`src/rtl/sram_arb_pkg.sv`:
```
// Shared types and constants for the two-requester SRAM arbiter.
//   owner_t : bus ownership state (FREE, or locked to requester 0 or 1)
//   N_REQ   : number of requesters served by the arbiter
//   own_of  : maps a requester index to its locked ownership state
package sram_arb_pkg;

  localparam int N_REQ = 2;

  typedef enum logic [1:0] {
    FREE = 2'd0,
    OWN0 = 2'd1,
    OWN1 = 2'd2
  } owner_t;

  function automatic owner_t own_of(input logic idx);
    return idx ? OWN1 : OWN0;
  endfunction

endpackage

```
`src/rtl/sram.sv`:
```
// Single-port synchronous SRAM macro model.
// Ports:
//   clk      : clock, write and read both occur on the rising edge
//   addr     : word address (depth = 2**ADDR)
//   data_in  : write data
//   write_en : 1 = write data_in to mem[addr] at the rising edge
//   data_out : registered read data, mem[addr] as it was before the edge
module sram #(
  parameter int ADDR  = 4,
  parameter int WIDTH = 32
) (
  input  logic             clk,
  input  logic [ADDR-1:0]  addr,
  input  logic [WIDTH-1:0] data_in,
  input  logic             write_en,
  output logic [WIDTH-1:0] data_out
);

  logic [WIDTH-1:0] mem [2**ADDR];

  // NOTE: the storage array has no reset; clearing a memory costs a write
  // port per word and the contents are defined by the first write anyway.
  always_ff @(posedge clk) begin
    if (write_en) mem[addr] <= data_in;
    data_out <= mem[addr];
  end

endmodule

```
`src/rtl/sram_arbiter.sv`:
```
// Two-requester front end for the single-port sram macro.
// Round-robin arbitration on ties, optional lock to hold ownership across a
// burst, and a one-cycle read response returned on a shared data bus.
// Ports:
//   clk, rst             : clock, synchronous active-high reset
//   req_valid[1:0]       : per-requester request valid
//   req_ready[1:0]       : per-requester grant (combinational, one-hot or zero)
//   req_we[1:0]          : 1 = write, 0 = read
//   req_lock[1:0]        : keep ownership after this transfer
//   req_addr0/1          : per-requester address
//   req_wdata0/1         : per-requester write data
//   rsp_valid[1:0]       : read response valid, one-hot per requester
//   rsp_rdata            : read data, zero when no response is pending
module sram_arbiter
  import sram_arb_pkg::*;
#(
  parameter int ADDR  = 4,
  parameter int WIDTH = 32
) (
  input  logic             clk,
  input  logic             rst,
  input  logic [N_REQ-1:0] req_valid,
  output logic [N_REQ-1:0] req_ready,
  input  logic [N_REQ-1:0] req_we,
  input  logic [N_REQ-1:0] req_lock,
  input  logic [ADDR-1:0]  req_addr0,
  input  logic [ADDR-1:0]  req_addr1,
  input  logic [WIDTH-1:0] req_wdata0,
  input  logic [WIDTH-1:0] req_wdata1,
  output logic [N_REQ-1:0] rsp_valid,
  output logic [WIDTH-1:0] rsp_rdata
);

  owner_t           state, state_next;
  logic             last_gnt;     // index of the most recently granted requester
  logic [N_REQ-1:0] grant;
  logic             sel;          // index of the granted requester
  logic [ADDR-1:0]  mem_addr;
  logic [WIDTH-1:0] mem_wdata;
  logic             mem_we;
  logic [WIDTH-1:0] mem_rdata;

  // Grant, SRAM pin mux and next-state decode.
  // NOTE: every output of this block is assigned a default first, so no path
  // through the case leaves a signal unassigned and no latch is inferred.
  always_comb begin
    grant      = '0;
    state_next = state;

    if (!rst) begin
      unique case (state)
        // A tie goes to the requester that did not win last time.
        FREE:    grant = (&req_valid) ? (last_gnt ? 2'b01 : 2'b10) : req_valid;
        // The owner alone may transfer; the other side stalls even if the
        // owner is idle.
        OWN0:    grant = {1'b0, req_valid[0]};
        OWN1:    grant = {req_valid[1], 1'b0};
        default: grant = '0;
      endcase
    end

    sel       = grant[1];
    mem_addr  = sel ? req_addr1  : req_addr0;
    mem_wdata = sel ? req_wdata1 : req_wdata0;
    mem_we    = (|grant) & req_we[sel];

    if (|grant) state_next = req_lock[sel] ? own_of(sel) : FREE;
  end

  assign req_ready = grant;

  // NOTE: state registers use non-blocking assignments so every flop samples
  // the pre-edge values regardless of statement order.
  always_ff @(posedge clk) begin
    if (rst) begin
      state     <= FREE;
      last_gnt  <= 1'b1;
      rsp_valid <= '0;
    end else begin
      state     <= state_next;
      if (|grant) last_gnt <= sel;
      rsp_valid <= grant & ~req_we;
    end
  end

  sram #(
    .ADDR  (ADDR),
    .WIDTH (WIDTH)
  ) u_sram (
    .clk      (clk),
    .addr     (mem_addr),
    .data_in  (mem_wdata),
    .write_en (mem_we),
    .data_out (mem_rdata)
  );

  // data_out follows every access, including writes; only expose it while a
  // read response is actually pending.
  assign rsp_rdata = (|rsp_valid) ? mem_rdata : '0;

endmodule

```
`config.mk`:
```
export PLATFORM = sky130hd
export DESIGN_NAME = sram_arbiter
export DESIGN_NICKNAME = d
export VERILOG_FILES = /design/src/rtl/sram_arb_pkg.sv /design/src/rtl/sram.sv /design/src/rtl/sram_arbiter.sv
export SDC_FILE = /design/constraint.sdc
export NUM_CORES = 1
export LEC_CHECK = 0
export ABC_AREA = 1
export CAP_MARGIN = 15
export CORE_UTILIZATION = 55
export DETAILED_ROUTE_END_ITERATION = 8
export HOLD_SLACK_MARGIN = 0.03
export PLACE_DENSITY_LB_ADDON = 0.08
export SYNTH_ARGS = -nofsm -noshare
export SYNTH_HDL_FRONTEND = slang
export SYNTH_SLANG_ARGS = --single-unit
export TNS_END_PERCENT = 30
```
`constraint.sdc`:
```
create_clock -name clk -period 8.82 [get_ports clk]
set_clock_uncertainty 0.15 [all_clocks]
set_input_delay 2.646 -clock clk [delete_from_list [all_inputs] [get_ports clk]]
set_output_delay 2.646 -clock clk [all_outputs]
set_load 0.05 [all_outputs]
```
**Word level (Yosys, flattened, before mapping)**

Memory sizes are Yosys's and may differ from the RTL's. A register that Yosys moved wholly into a read port is not among the register bits.
Cells that the tools add are included.

- Bits of input ports: 80
- Word-level logic and storage cells: 29
- Memory bits (read-only): 0
- Bits in registers: 5
- Bits in writable memories: 512
- Output and inout bits: 36
- Memories kept: 1
- Latch bits: 0

Memories:

| name | depth | width | rd ports | clocked after memory_dff | write ports | RTL line | source |
|---|---|---|---|---|---|---|---|
| u_sram.mem | 16 | 32 | 1 | 1 | 1 | sram.sv:19 | `logic [WIDTH-1:0] mem [2**ADDR];` |

- Equal/unequal tests: 2
- $lt $le $gt $ge: 1
- Mux-type cells: 15
- Add/subtract/negate cells: 0
- Multipliers: 0
- Divide/modulo/power cells: 0
- Shift operators: 0
- Reduce and logical (&&, ||, !) cells: 4
- Bitwise operators: 3

Operator list:

| kind | count |
|---|---|
| $mux 32 | 2 |
| $mux 2 | 5 |
| $mux 1 | 6 |
| $pmux 2 s3 | 1 |
| $mux 4 | 1 |
| $reduce_or 2->1 | 2 |
| $and 2x2->2 | 1 |
| $eq 2x1->1 const B | 1 |
| $eq 2x2->1 const B | 1 |
| $logic_not 2->1 | 1 |
| $lt 1x2->1 const B | 1 |
| $not 2->2 | 1 |
| $reduce_and 2->1 | 1 |
| $and 1x1->1 | 1 |

**Depth between registers and ports, before layout**

Gate-level depths: netlist of run 1.

- Word-level depth: 9
- Gate-level depth with buffers: 16
- Mapped depth without buffers: 14

**Hierarchy**

From an unflattened synthesis of run 1, not the netlist that was laid out.

- Cell total of the unflattened synthesis: 2328
- Area, all modules: 23163.5 um^2

Modules (own cells, without submodules):

| module | instances | area each (um^2) | cells each | seq. area each (um^2) |
|---|---|---|---|---|
| sram | 1 | 22213.8 | 2113 | 16015.4 |
| sram_arbiter | 1 | 949.7 | 215 | 100.1 |

**Worst setup path before layout of run 1**

No wires, ideal clock.

- Path type: input port to output port
- Start point: input port req_valid[1]
- End point: output port req_ready[1]
- Buffers on the path: 1
- Required time: 6024 ps
- Path slack: 2363 ps
- Stages on the path: 5
- Data arrival time: 3661 ps
- Cells stage by stage: nand2_2 > nor2_4 > nand2_2 > inv_2 > clkbuf_1

- Word-level cells in the longest chain between the ends: 4

Ends and longest elaborated chain:

| what | RTL line | source |
|---|---|---|
| start, declared | sram_arbiter.sv:22 | `input logic [N_REQ-1:0] req_valid,` |
| $reduce_and 2->1 | sram_arbiter.sv:53 | `FREE: grant = (&req_valid) ? (last_gnt ? 2'b01 : 2'b10) : req_valid;` |
| $mux 2 | sram_arbiter.sv:53 |  |
| $pmux 2 s3 * | sram_arbiter.sv:51 | `unique case (state)` |
| $mux 2 * | sram_arbiter.sv:50 | `if (!rst) begin` |
| end, declared | sram_arbiter.sv:23 | `output logic [N_REQ-1:0] req_ready,` |

Every way passes the cells marked *; elsewhere a longest branch is shown, timed or not.

**Final worst setup path of run 1**

- Start point: input port rst
- End point: output port req_ready[0]

- Word-level cells in the longest chain between the ends: 1

Ends and longest elaborated chain:

| what | RTL line | source |
|---|---|---|
| start, declared | sram_arbiter.sv:21 | `input logic rst,` |
| $mux 2 | sram_arbiter.sv:50 |  |

Every way passes these cells.

==> flow_summary.ini, run 1 <==
[status]
outcome = complete, no violations

[drt]
vias = 16810
first_pass_iters = 7
vias_per_cell = 5.568
wl_per_cell_um = 20.57
wirelength_mm = 62.12
ant_nets = 0
drc = 0
drtIter0Drc = 1586

[clock_tree]
cts_sinks = 549
root_buffer = clkbuf_16
clk_path_buf_depth = 3
ctsHoldBuffers = 0
cts_setup_buffers = 0
ctsResizeCount = 0
clk_pin_slew_ns = 0.06
clk_latency_ns = 0.60
h-tree-depth = 2
cts-buffers-inserted = 56
cts_tree = built

[sta]
fmax_mhz = 134.7
worstMarginPinSlew_ns = 1.054
period_minus_slack_ns = 7.422
whs_ns = 0.3405
layout_setup_ws_ns = 1.398
fin_tns_setup_ns = 0
setup-violations-final = 0
slew_violations = 0
hold_viol = 0
slew_headroom_pct = 29.76
rsz0062_at_grt = false
timing.final.crit_share_pct = 84.16

[synthesis]
yosys_warnings = 0
synthCells = 2365
async_flop_share_pct = 0
seq_area_frac_synth_pct = 68.23
syn_nets = 2445
synth_edf_count = 512
synth.cell_area_mm2 = 0.02362
avgSynthCellArea_um2 = 9.987
synth_cell_type_count = 21
synth_seq_cells = 549
ys.flop_type = edfxtp_1

[die]
row_count = 75
die_w_um = 209.2
io_pins = 116
initial_core_util_pct = 56.06
core_mm2 = 0.04213
die_y_um = 209.2
dieArea_mm2 = 0.04378

[worst_setup_path]
r2r_start = state[1]
crit_required_ns = 6.02
worstSetupPathType = primary input to output pin
crit_path_end_kind = output pin
critical_path_arrival_ns = 4.63
crit_path_max_fanout = 4
r2r_slack_ns = 4.34
start_kind = primary input
crit_path_start = rst

[power_and_ir_drop]
max-vdd-ir-drop_mv = 0.1491
p_per_area_mw_per_mm2 = 219.8
p_leak_nw = 11.26

[hold_path]
hold_path_startpoint = state[1]
hold_class = flip-flop to flip-flop

[global_routing]
grt_pass1_wl_mm = 95.10
track_usage_pct = 29.01
grt_max_degree = 84
antenna_found_initial = 1
overflow = 0
grt_pass1_vias = 16490

[place]
place_inst = 2918
place_ws_ns = 1.389
hpwlAfterDp_mm = 31.66
numPortBuffers = 115
place.gp.congestion = 0.7858

[final_layout]
postLayoutCoreUtil_pct = 64.44
final_nets = 2518
n_antenna_cell = 0
stdcell_count = 3020
drive_above_1_share_pct = 6.691
area_delta_synth_final_pct = 14.95

[run]
maxCapViolations = 0
[final timing paths]
check | cells after the start | endpoint
worst max register to register | 8 | u_sram.mem[9][11]
worst max-delay path | 5 | req_ready[0]
worst min-delay path | 2 | state[1]
worst min register to register | 2 | state[1]
[final cells by class]
type	count	area, um2
multi-input combinational	1561	6566
tap	539	674.4
clock buffer	77	1562
clock inverter	24	295.3
timing repair buffer	158	1516
inverter	112	422.9
fill	3301	14980
sequential	549	16120
[cells by family after synthesis]
logic type / Yosys count / synth area share [%]
AND/OR/NAND/NOR: 1556 / 26.85
flip-flops: 549 / 68.23
buffers and inverters: 255 / 4.783
AO/OA/AOI/OAI: 5 / 0.1377
[state kept, by name (all words and copies together) (netlist names)]
register	flops
u_sram.data_out	32
state	2
u_sram.mem	512
last_gnt	1
rsp_valid	2
[through the flow]
| step | power, mW | instance area (um2) |
|---|---|---|
| detailed placement | 3.623 | 25280 |
| finish | 5.969 | 27150 |
| floorplan | 3.404 | 23620 |
| global route | 6.170 | 27150 |
| global placement | 3.614 | 25250 |
| CTS | 6.001 | 27130 |
[Yosys cell counts (5+ instances only)]
cell,instances,area (um2)
buf_1,11,41.29
dfxtp_1,37,740.7
buf_4,19,142.6
edfxtp_1,512,15370
inv_1,88,330.3
inv_2,9,33.78
clkinv_1,15,56.30
nand2_1,1132,4249
nand3_1,359,1797
clkbuf_1,37,138.9
nor2_1,52,195.2
buf_2,75,375.4
nand2_2,5,31.28
[per-layer routing]
metal,part of all wire (%),vias to the layer above,track usage (%)
li1,-,7941,-
met1,42,8071,39.11
met2,48,687,48.71
met3,7.1,113,4.148
met4,3.1,2,9.432
met5,0.021,-,0
[power breakdown]
part	internal [mW]	leakage (nW)	switching (mW)
combinational	0.173	5.43	0.455
clock	1.43	0.902	0.962
sequential	2.93	4.93	0.0135
total	4.54	11.3	1.43
[placed cells by master, fill, tap and decap left out, drive strengths merged]
cell,netlist,final
nand2,1137,1137
clkinvlp,0,3
clkdlybuf4s50,0,114
clkbuf,37,77
nor2,57,57
nand3b,1,1
dfxtp,37,37
buf,106,44
nand3,360,360
o21ai,2,2
edfxtp,512,512
inv,97,97
a21oi,3,3
clkinv,15,29
bufinv,0,7
nand4,1,1
[critical path, stage by stage]
cell and delay (ns):
clkdlybuf4s50_1 0.52, inv_1 0.12, nand4_1 0.31, inv_1 0.20, clkdlybuf4s50_1 0.82
Note: power is estimated with default switching activity, not from simulation.
==> inputs of run 2 (changes only) <==
==> constraint.sdc (replaced) <==
create_clock -name clk -period 7.6 [get_ports clk]
set_clock_uncertainty 0.15 [all_clocks]
set_input_delay 2.28 -clock clk [delete_from_list [all_inputs] [get_ports clk]]
set_output_delay 2.28 -clock clk [all_outputs]
set_load 0.05 [all_outputs]
==> run 2 against run 1 <==
Net effect: setup slack got worse by 0.49 ns; hold slack got worse by 0.0053 ns; total power rose by 13%; critical path type unchanged; count of clock-buffer cells in the layout fell by 2; clock power rose by 8%.
==> flow_summary.ini, run 2 (same netlist as run 1, synthesis figures left out) <==
[drt]
drc = 0
drtIter0Drc = 1554
vias_per_cell = 5.568
wl_per_cell_um = 20.66
wirelength_mm = 62.35
first_pass_iters = 5
vias = 16800
ant_nets = 0

[sta]
fmax_mhz = 149.5
timing.final.crit_share_pct = 88.03
rsz0062_at_grt = false
fin_tns_setup_ns = 0
setup-violations-final = 0
worstMarginPinSlew_ns = 1.148
slew_violations = 0
hold_viol = 0
slew_headroom_pct = 23.48
period_minus_slack_ns = 6.691

[hold_path]
hold_end = state[0]
hold_class = flip-flop to flip-flop
hold_path_startpoint = state[0]
holdPathStages = 2

[clock_tree]
cts_sinks = 549
ctsResizeCount = 0
cts_tree = built
cts_setup_buffers = 0
clk_latency_ns = 0.59
clk_path_buf_depth = 3
root_buffer = clkbuf_16
cts-buffers-inserted = 55
clk_pin_slew_ns = 0.06
ctsHoldBuffers = 0
h-tree-depth = 2

[worst_setup_path]
crit_path_start = rst
worstSetupPathType = primary input to output pin
crit_path_end_kind = output pin
critical_path_arrival_ns = 4.26
reg2regPathDepth = 12
r2r_start = state[1]
timing.rr.end = u_sram.mem[11][1]
crit_path_max_fanout = 4
r2r_slack_ns = 3.61
start_kind = primary input
crit_required_ns = 5.17

[die]
die_y_um = 209.2
core_mm2 = 0.04213
dieArea_mm2 = 0.04378
io_pins = 116
initial_core_util_pct = 56.06
die_w_um = 209.2
row_count = 75

[final_layout]
largest-register = u_sram.mem
multi_input_area_mm2 = 0.006566
final_common_cell = nand2_1
layout_common_cells = 1,131 x nand2_1, 512 x edfxtp_1, 358 x nand3_1
n_fill_cell = 3346
stdcell_count = 3018
largest_registers = u_sram.mem x512, u_sram.data_out x32
area_delta_synth_final_pct = 14.56
seq_area_mm2 = 0.01612
final_nets = 2513
largest_register_ffs = 512
drive_above_1_share_pct = 6.215

[global_routing]
overflow = 0
antenna_found_initial = 1
grt_pass1_wl_mm = 95.90
track_usage_pct = 29.22
grt_max_degree = 210
grt_pass1_vias = 16460

[power_and_ir_drop]
p_per_area_mw_per_mm2 = 248.8
power_mw = 6.733
p_leak_nw = 11.20
max-vdd-ir-drop_mv = 0.1944

[status]
outcome = complete, no violations

[place]
place_inst = 2915
place.gp.congestion = 0.7933
numPortBuffers = 115
hpwlAfterDp_mm = 32.01

[run]
maxCapViolations = 0
## run 2: cell types whose count changed in the layout (fill, tap and decap cells not counted), moves of 4 or more
cell	previous run	this run
buf_12	2	10
buf_4	41	30
bufinv_16	7	3
clkbuf_8	6	2
clkinv_1	21	28
## run 2: cell type report
| class | instances | share of cell area [%] |
|---|---|---|
| clock buffer | 75 | 5.595 |
| multi-input combinational | 1561 | 24.27 |
| inverter | 112 | 1.563 |
| tap | 539 | 2.492 |
| antenna | 1 | 0.009248 |
| sequential | 549 | 59.56 |
| clock inverter | 27 | 0.7260 |
| timing repair buffer | 154 | 5.789 |
## run 2: how the worst max path moves through the flow
stage	endpoint	slack, ns
after floorplan	req_ready[1]	1.88
after global placement	req_ready[0]	0.88
after detailed placement	req_ready[0]	0.92
after CTS	req_ready[0]	0.90
after global routing	req_ready[0]	0.87
final	req_ready[0]	0.91
## run 2: worst max-delay path: stages
cell             delay, ns
clkdlybuf4s50_1       0.50
inv_1                 0.11
nand4_1               0.33
inv_1                 0.21
clkdlybuf4s50_1       0.82
## run 2: power by group
group	switching, mW	total, mW	leakage (nW)	internal [mW]
logic	0.525	0.729	5.43	0.204
registers	0.0165	3.42	4.93	3.40
clock network	1.10	2.59	0.838	1.49
## run 2: stage by stage
step                      hold slack (ns)  cell area [um2]  utilization [%]  setup WS, ns
after detailed placement           0.3256            25350            60.15        0.9194
after global routing               0.3498            27060            64.22        0.8722
after CTS                          0.3347            27060            64.21        0.9007
final                              0.3352            27060            64.22        0.9094
after global placement             0.3201            25350            60.15        0.8847
after floorplan                    0.2996            23620                -         1.875
## run 2: per-layer routing
metal | vias up | GRT usage (%) | wire [um]
met5 | - | 0 | 0
li1 | 7940 | - | -
met3 | 106 | 5.260 | 5335
met2 | 685 | 48.21 | 29700
met4 | 0 | 9.559 | 1846
met1 | 8072 | 39.39 | 25460
==> RTL change 1: new RTL, flow settings as in run 2 <==
`WIDTH` is set to 32 in 2 places; all go to 28.
--- a/src/rtl/sram.sv
+++ b/src/rtl/sram.sv
@@ -8,5 +8,5 @@
 module sram #(
   parameter int ADDR  = 4,
-  parameter int WIDTH = 32
+  parameter int WIDTH = 28
 ) (
   input  logic             clk,
--- a/src/rtl/sram_arbiter.sv
+++ b/src/rtl/sram_arbiter.sv
@@ -16,5 +16,5 @@
 #(
   parameter int ADDR  = 4,
-  parameter int WIDTH = 32
+  parameter int WIDTH = 28
 ) (
   input  logic             clk,
Interface: changed (resized req_wdata0, req_wdata1 and rsp_rdata); port bits go from 116 to 104. The function was not compared with the original's and may differ.
==> RTL change 1 against run 2 <==
Power is 11% lower; routed wire length is 15% lower; area after synthesis is 12% lower; critical path depth stayed put; count of clock-buffer cells in the layout is 10 lower; cell area is 12% lower; register-to-register slack worse by 0.24 ns; sequential cell count is 68 lower; synthesized cell count is 12% lower; worst setup slack better by 0.12 ns; hold slack worse by 0.0025 ns; critical endpoint is now req_ready[1].
==> RTL change 1: results (changes against run 2) <==
=====================================================================
Run status                                               finished, final reports clean
Pin slew with the least headroom to its limit                 1.21 ns   +0.0573 ns
Ranking of synthesized cells by instance count           nand2_1, edfxtp_1, nand3_1
Total iterations of the first detailed-routing run                  6   +1
Reg2reg end                                              u_sram.mem[2][8]
Via count of the first global-routing pass                      14400   -13%
Diode insertion count for antenna repair                            0   -1
Static Leak                                                   9.85 nW   -12%
Post-placement worst setup slack                              1.05 ns   +0.134 ns
GRT met2 Usage                                                  0.462   -0.0201
All-Layer GR Usage                                              0.281   -0.0109
Ranking of synthesized cells by area                     edfxtp_1, nand2_1, nand3_1
Net count of the finished layout                                 2210   -12%
Post-layout minimum cycle time                                6.57 ns   -0.123 ns
Max stage delay on crit path                                  0.53 ns   -0.29 ns
Met1 Use GR                                                     0.378   -0.0159
I/O Buffers                                                       103   -10%
Maximum vdd ir drop                                        0.000192 V   -1.1%
Maximum fanout encountered on the critical timing path             22   +18
Total chip power                                            0.00597 W   -11%
Share of power burned in the clock network                      0.393   +0.009
Post-DP HPWL                                                 27700 um   -14%
Registers with the most flip-flops                       u_sram.mem (448), u_sram.data_out (28)
FF-to-FF Start                                               last_gnt
Critical path's slowest cell                                    inv_2
=====================================================================
## RTL change 1: cell types whose count changed in the layout (fill, tap and decap cells not counted), moves of 4 or more
cell / before / now
clkbuf_16: 57 / 51
clkdlybuf4s50_1: 114 / 102
buf_12: 10 / 3
nand3_1: 358 / 312
clkbuf_1: 16 / 11
nand2_1: 1131 / 992
edfxtp_1: 512 / 448
inv_2: 8 / 13
clkinv_1: 28 / 13
dfxtp_1: 37 / 33
## RTL change 1: stage by stage
| step | instances | util | area (um^2) |
|---|---|---|---|
| floorplan | 2079 | - | 20700 |
| global placement | 2591 | 0.603 | 22200 |
| detailed placement | 2591 | 0.603 | 22200 |
| CTS | 2683 | 0.645 | 23800 |
| global route | 2683 | 0.645 | 23800 |
| finish | 2683 | 0.645 | 23800 |
## RTL change 1: cell families (layout without fill, tap and decap cells)
logic type | count (synthesis) | count (layout) | share of synthesized area
simple gates | 1366 | 1366 | 0.268
compound gates | 7 | 7 | 0.00217
buf+inv | 225 | 325 | 0.0496
flops | 481 | 481 | 0.680
## RTL change 1: worst reg2reg max path: cells and delay by family (launching register included)
kind                   cells  cell delay, ns
buffers and inverters      1            0.40
flip-flops                 1            0.37
AND/OR/NAND/NOR            6            2.89
## RTL change 1: area by class of cell
| class | count | area [um^2] |
|---|---|---|
| flip-flops and latches | 481 | 14100 |
| clock buffers | 65 | 1360 |
| clock inverters | 27 | 206 |
| inverters | 99 | 373 |
| fillers | 2978 | 13100 |
| repair buffers | 134 | 1300 |
| multi-input cells | 1373 | 5810 |
| well taps | 504 | 631 |
## RTL change 1: per-layer routing
metal / vias up / wire length [um] / share of wire
li1: 6972 / - / -
met1: 7052 / 22200 / 0.42
met2: 591 / 25000 / 0.47
met3: 119 / 3870 / 0.073
met4: 0 / 1830 / 0.035
met5: - / 0 / 0
==> RTL change 2: new RTL, config.mk and constraints of run 2 <==
Without the edit above. Make the reset (`rst`) asynchronous in one clocked block. Comments in the files are not updated.
--- a/src/rtl/sram_arbiter.sv
+++ b/src/rtl/sram_arbiter.sv
@@ -72,5 +72,5 @@
   // NOTE: state registers use non-blocking assignments so every flop samples
   // the pre-edge values regardless of statement order.
-  always_ff @(posedge clk) begin
+  always_ff @(posedge clk or posedge rst) begin
     if (rst) begin
       state     <= FREE;
Function: differs if rst is asserted again (counterexample within 4 cycles, from zero or initial values and one cycle with rst high); with rst held inactive, the same outputs for 4 cycles.
==> RTL change 2 against run 2 <==
Cell area is essentially flat; core utilization shrank 0.18 points; sequential cell count unchanged; routed wire length decreased by 2.7%; highest routed layer unchanged; worst setup slack better by 0.045 ns; critical path type unchanged; area after synthesis rose by 0.52%.
Power is not compared: it rests on default switching activity, and its combinational part moved more than twofold at a synthesized area within 25%.
==> RTL change 2: results (changes against run 2) <==
=========================================================================================
Proportion of register bits with asynchronous set or reset after synthesis        0.00911   +0.00911
Number of cells traversed by the worst register-to-register path                       12   unchanged
Largest net degree at the start of global routing                                     202   -3.8%
Ranking of synthesized cells by area                                         edfxtp_1, nand2_1, nand3_1
Critical path's slowest cell                                                 clkdlybuf4s50_1
Resize count post-CTS                                                                   0   unchanged
Number of nets in the synthesized netlist                                            2443   -0.082%
Post-synth cell types                                                                  27   +29%
Run status                                                                   finished, final reports clean
Post-CTS setup buffer count                                                             0   unchanged
Initial antenna violation count                                                         0   -1
Cell area after placement                                                     0.0254 mm^2   about the same
Drt wl/cell                                                                       20.1 um   -2.7%
Seq/Total Area, Yosys                                                               0.680   -0.00245
Fill cell count                                                                      3322   -0.72%
Maximum fanout encountered on the critical timing path                                  6   +2
DRT iter0 DRCs                                                                       1544   -0.64%
Diode insertion count for antenna repair                                                0   -1
YS warnings                                                                             0   unchanged
Data arrival at the endpoint of the critical path                                 4.22 ns   -0.04 ns
CP startpoint                                                                         rst
FF-to-FF Start                                                                   state[0]
Ranking of synthesized cells by instance count                               nand2_1, edfxtp_1, nand3_1
Count of flip-flops with a built-in enable after synthesis                            512   unchanged
Net count of the finished layout                                                     2513   unchanged
All-Layer GR Usage                                                                  0.280   -0.0123
Worst min path class                                                         register to register
Hold path start                                                                  last_gnt
Post-DP HPWL                                                                     31100 um   -2.7%
Total iterations of the first detailed-routing run                                      5   unchanged
Via count of the first global-routing pass                                          16000   -3.1%
Global-route wire length before repair                                           92500 um   -3.6%
Clk Latency, worst-skew pair                                                      0.61 ns   +0.02 ns
Share of post-route cells with drive strength above 1                              0.0645   +0.00240
Worst relative slew slack                                                           0.196   -0.0389
Ratio of routed vias to standard cells                                               5.52   -0.77%
Weighted congestion at the end of routability-driven global placement               0.785   -1.0%
=========================================================================================
[RTL change 2: worst min-delay path: stages (launching register included)]
cell and delay (ns):
dfstp_2 0.39, nor2_1 0.11, nor2_1 0.06
[RTL change 2: final timing paths]
kind	endpoint	slack [ns]
worst max register to register	u_sram.mem[12][8]	3.76
worst min register to register	last_gnt	0.40
min in group asynchronous	rsp_valid[0]	1.89
worst min-delay path	last_gnt	0.40
max in group asynchronous	last_gnt	5.17
worst max-delay path	req_ready[0]	0.95
[RTL change 2: cell type report]
cell class	instances	area, um^2	share of cell area
well taps	539	674	0.0249
repair buffers	156	1510	0.0557
inverters	112	425	0.0157
clock inverters	34	224	0.00828
clock buffers	69	1450	0.0536
flip-flops and latches	549	16100	0.597
multi-input cells	1559	6620	0.245
[RTL change 2: per-stage QoR]
| stage | hold WS, ns | utilization | worst slack [ns] | instances |
|---|---|---|---|---|
| after global routing | 0.428 | 0.640 | 0.822 | 3018 |
| after global placement | 0.389 | 0.601 | 0.943 | 2915 |
| after detailed placement | 0.397 | 0.601 | 0.945 | 2915 |
| final | 0.405 | 0.640 | 0.954 | 3018 |
| after CTS | 0.405 | 0.640 | 0.945 | 3018 |
| after floorplan | 0.362 | - | 1.85 | 2363 |
[RTL change 2: logic make-up (layout without fill, tap and decap cells)]
| family | Yosys count | count (layout) | share of synthesized area |
|---|---|---|---|
| buffers and inverters | 255 | 371 | 0.0488 |
| AND/OR/NAND/NOR | 1553 | 1553 | 0.269 |
| AO/OA/AOI/OAI | 6 | 6 | 0.00200 |
| flip-flops | 549 | 549 | 0.680 |
[RTL change 2: layer usage]
layer	wire length, um	up-vias	track usage
met2	28900	647	0.469
li1	-	7935	-
met4	1440	0	0.0853
met5	0	-	0
met3	4470	94	0.0473
met1	25900	7997	0.376
[RTL change 2: power breakdown]
group          switching (W)  leakage, nW  internal [W]  total (W)
clock network        0.00112        0.815       0.00142    0.00254
registers         0.00000481         4.92       0.00332    0.00332
logic               0.000248         5.47      0.000113   0.000361
total                0.00138         11.2       0.00485    0.00623
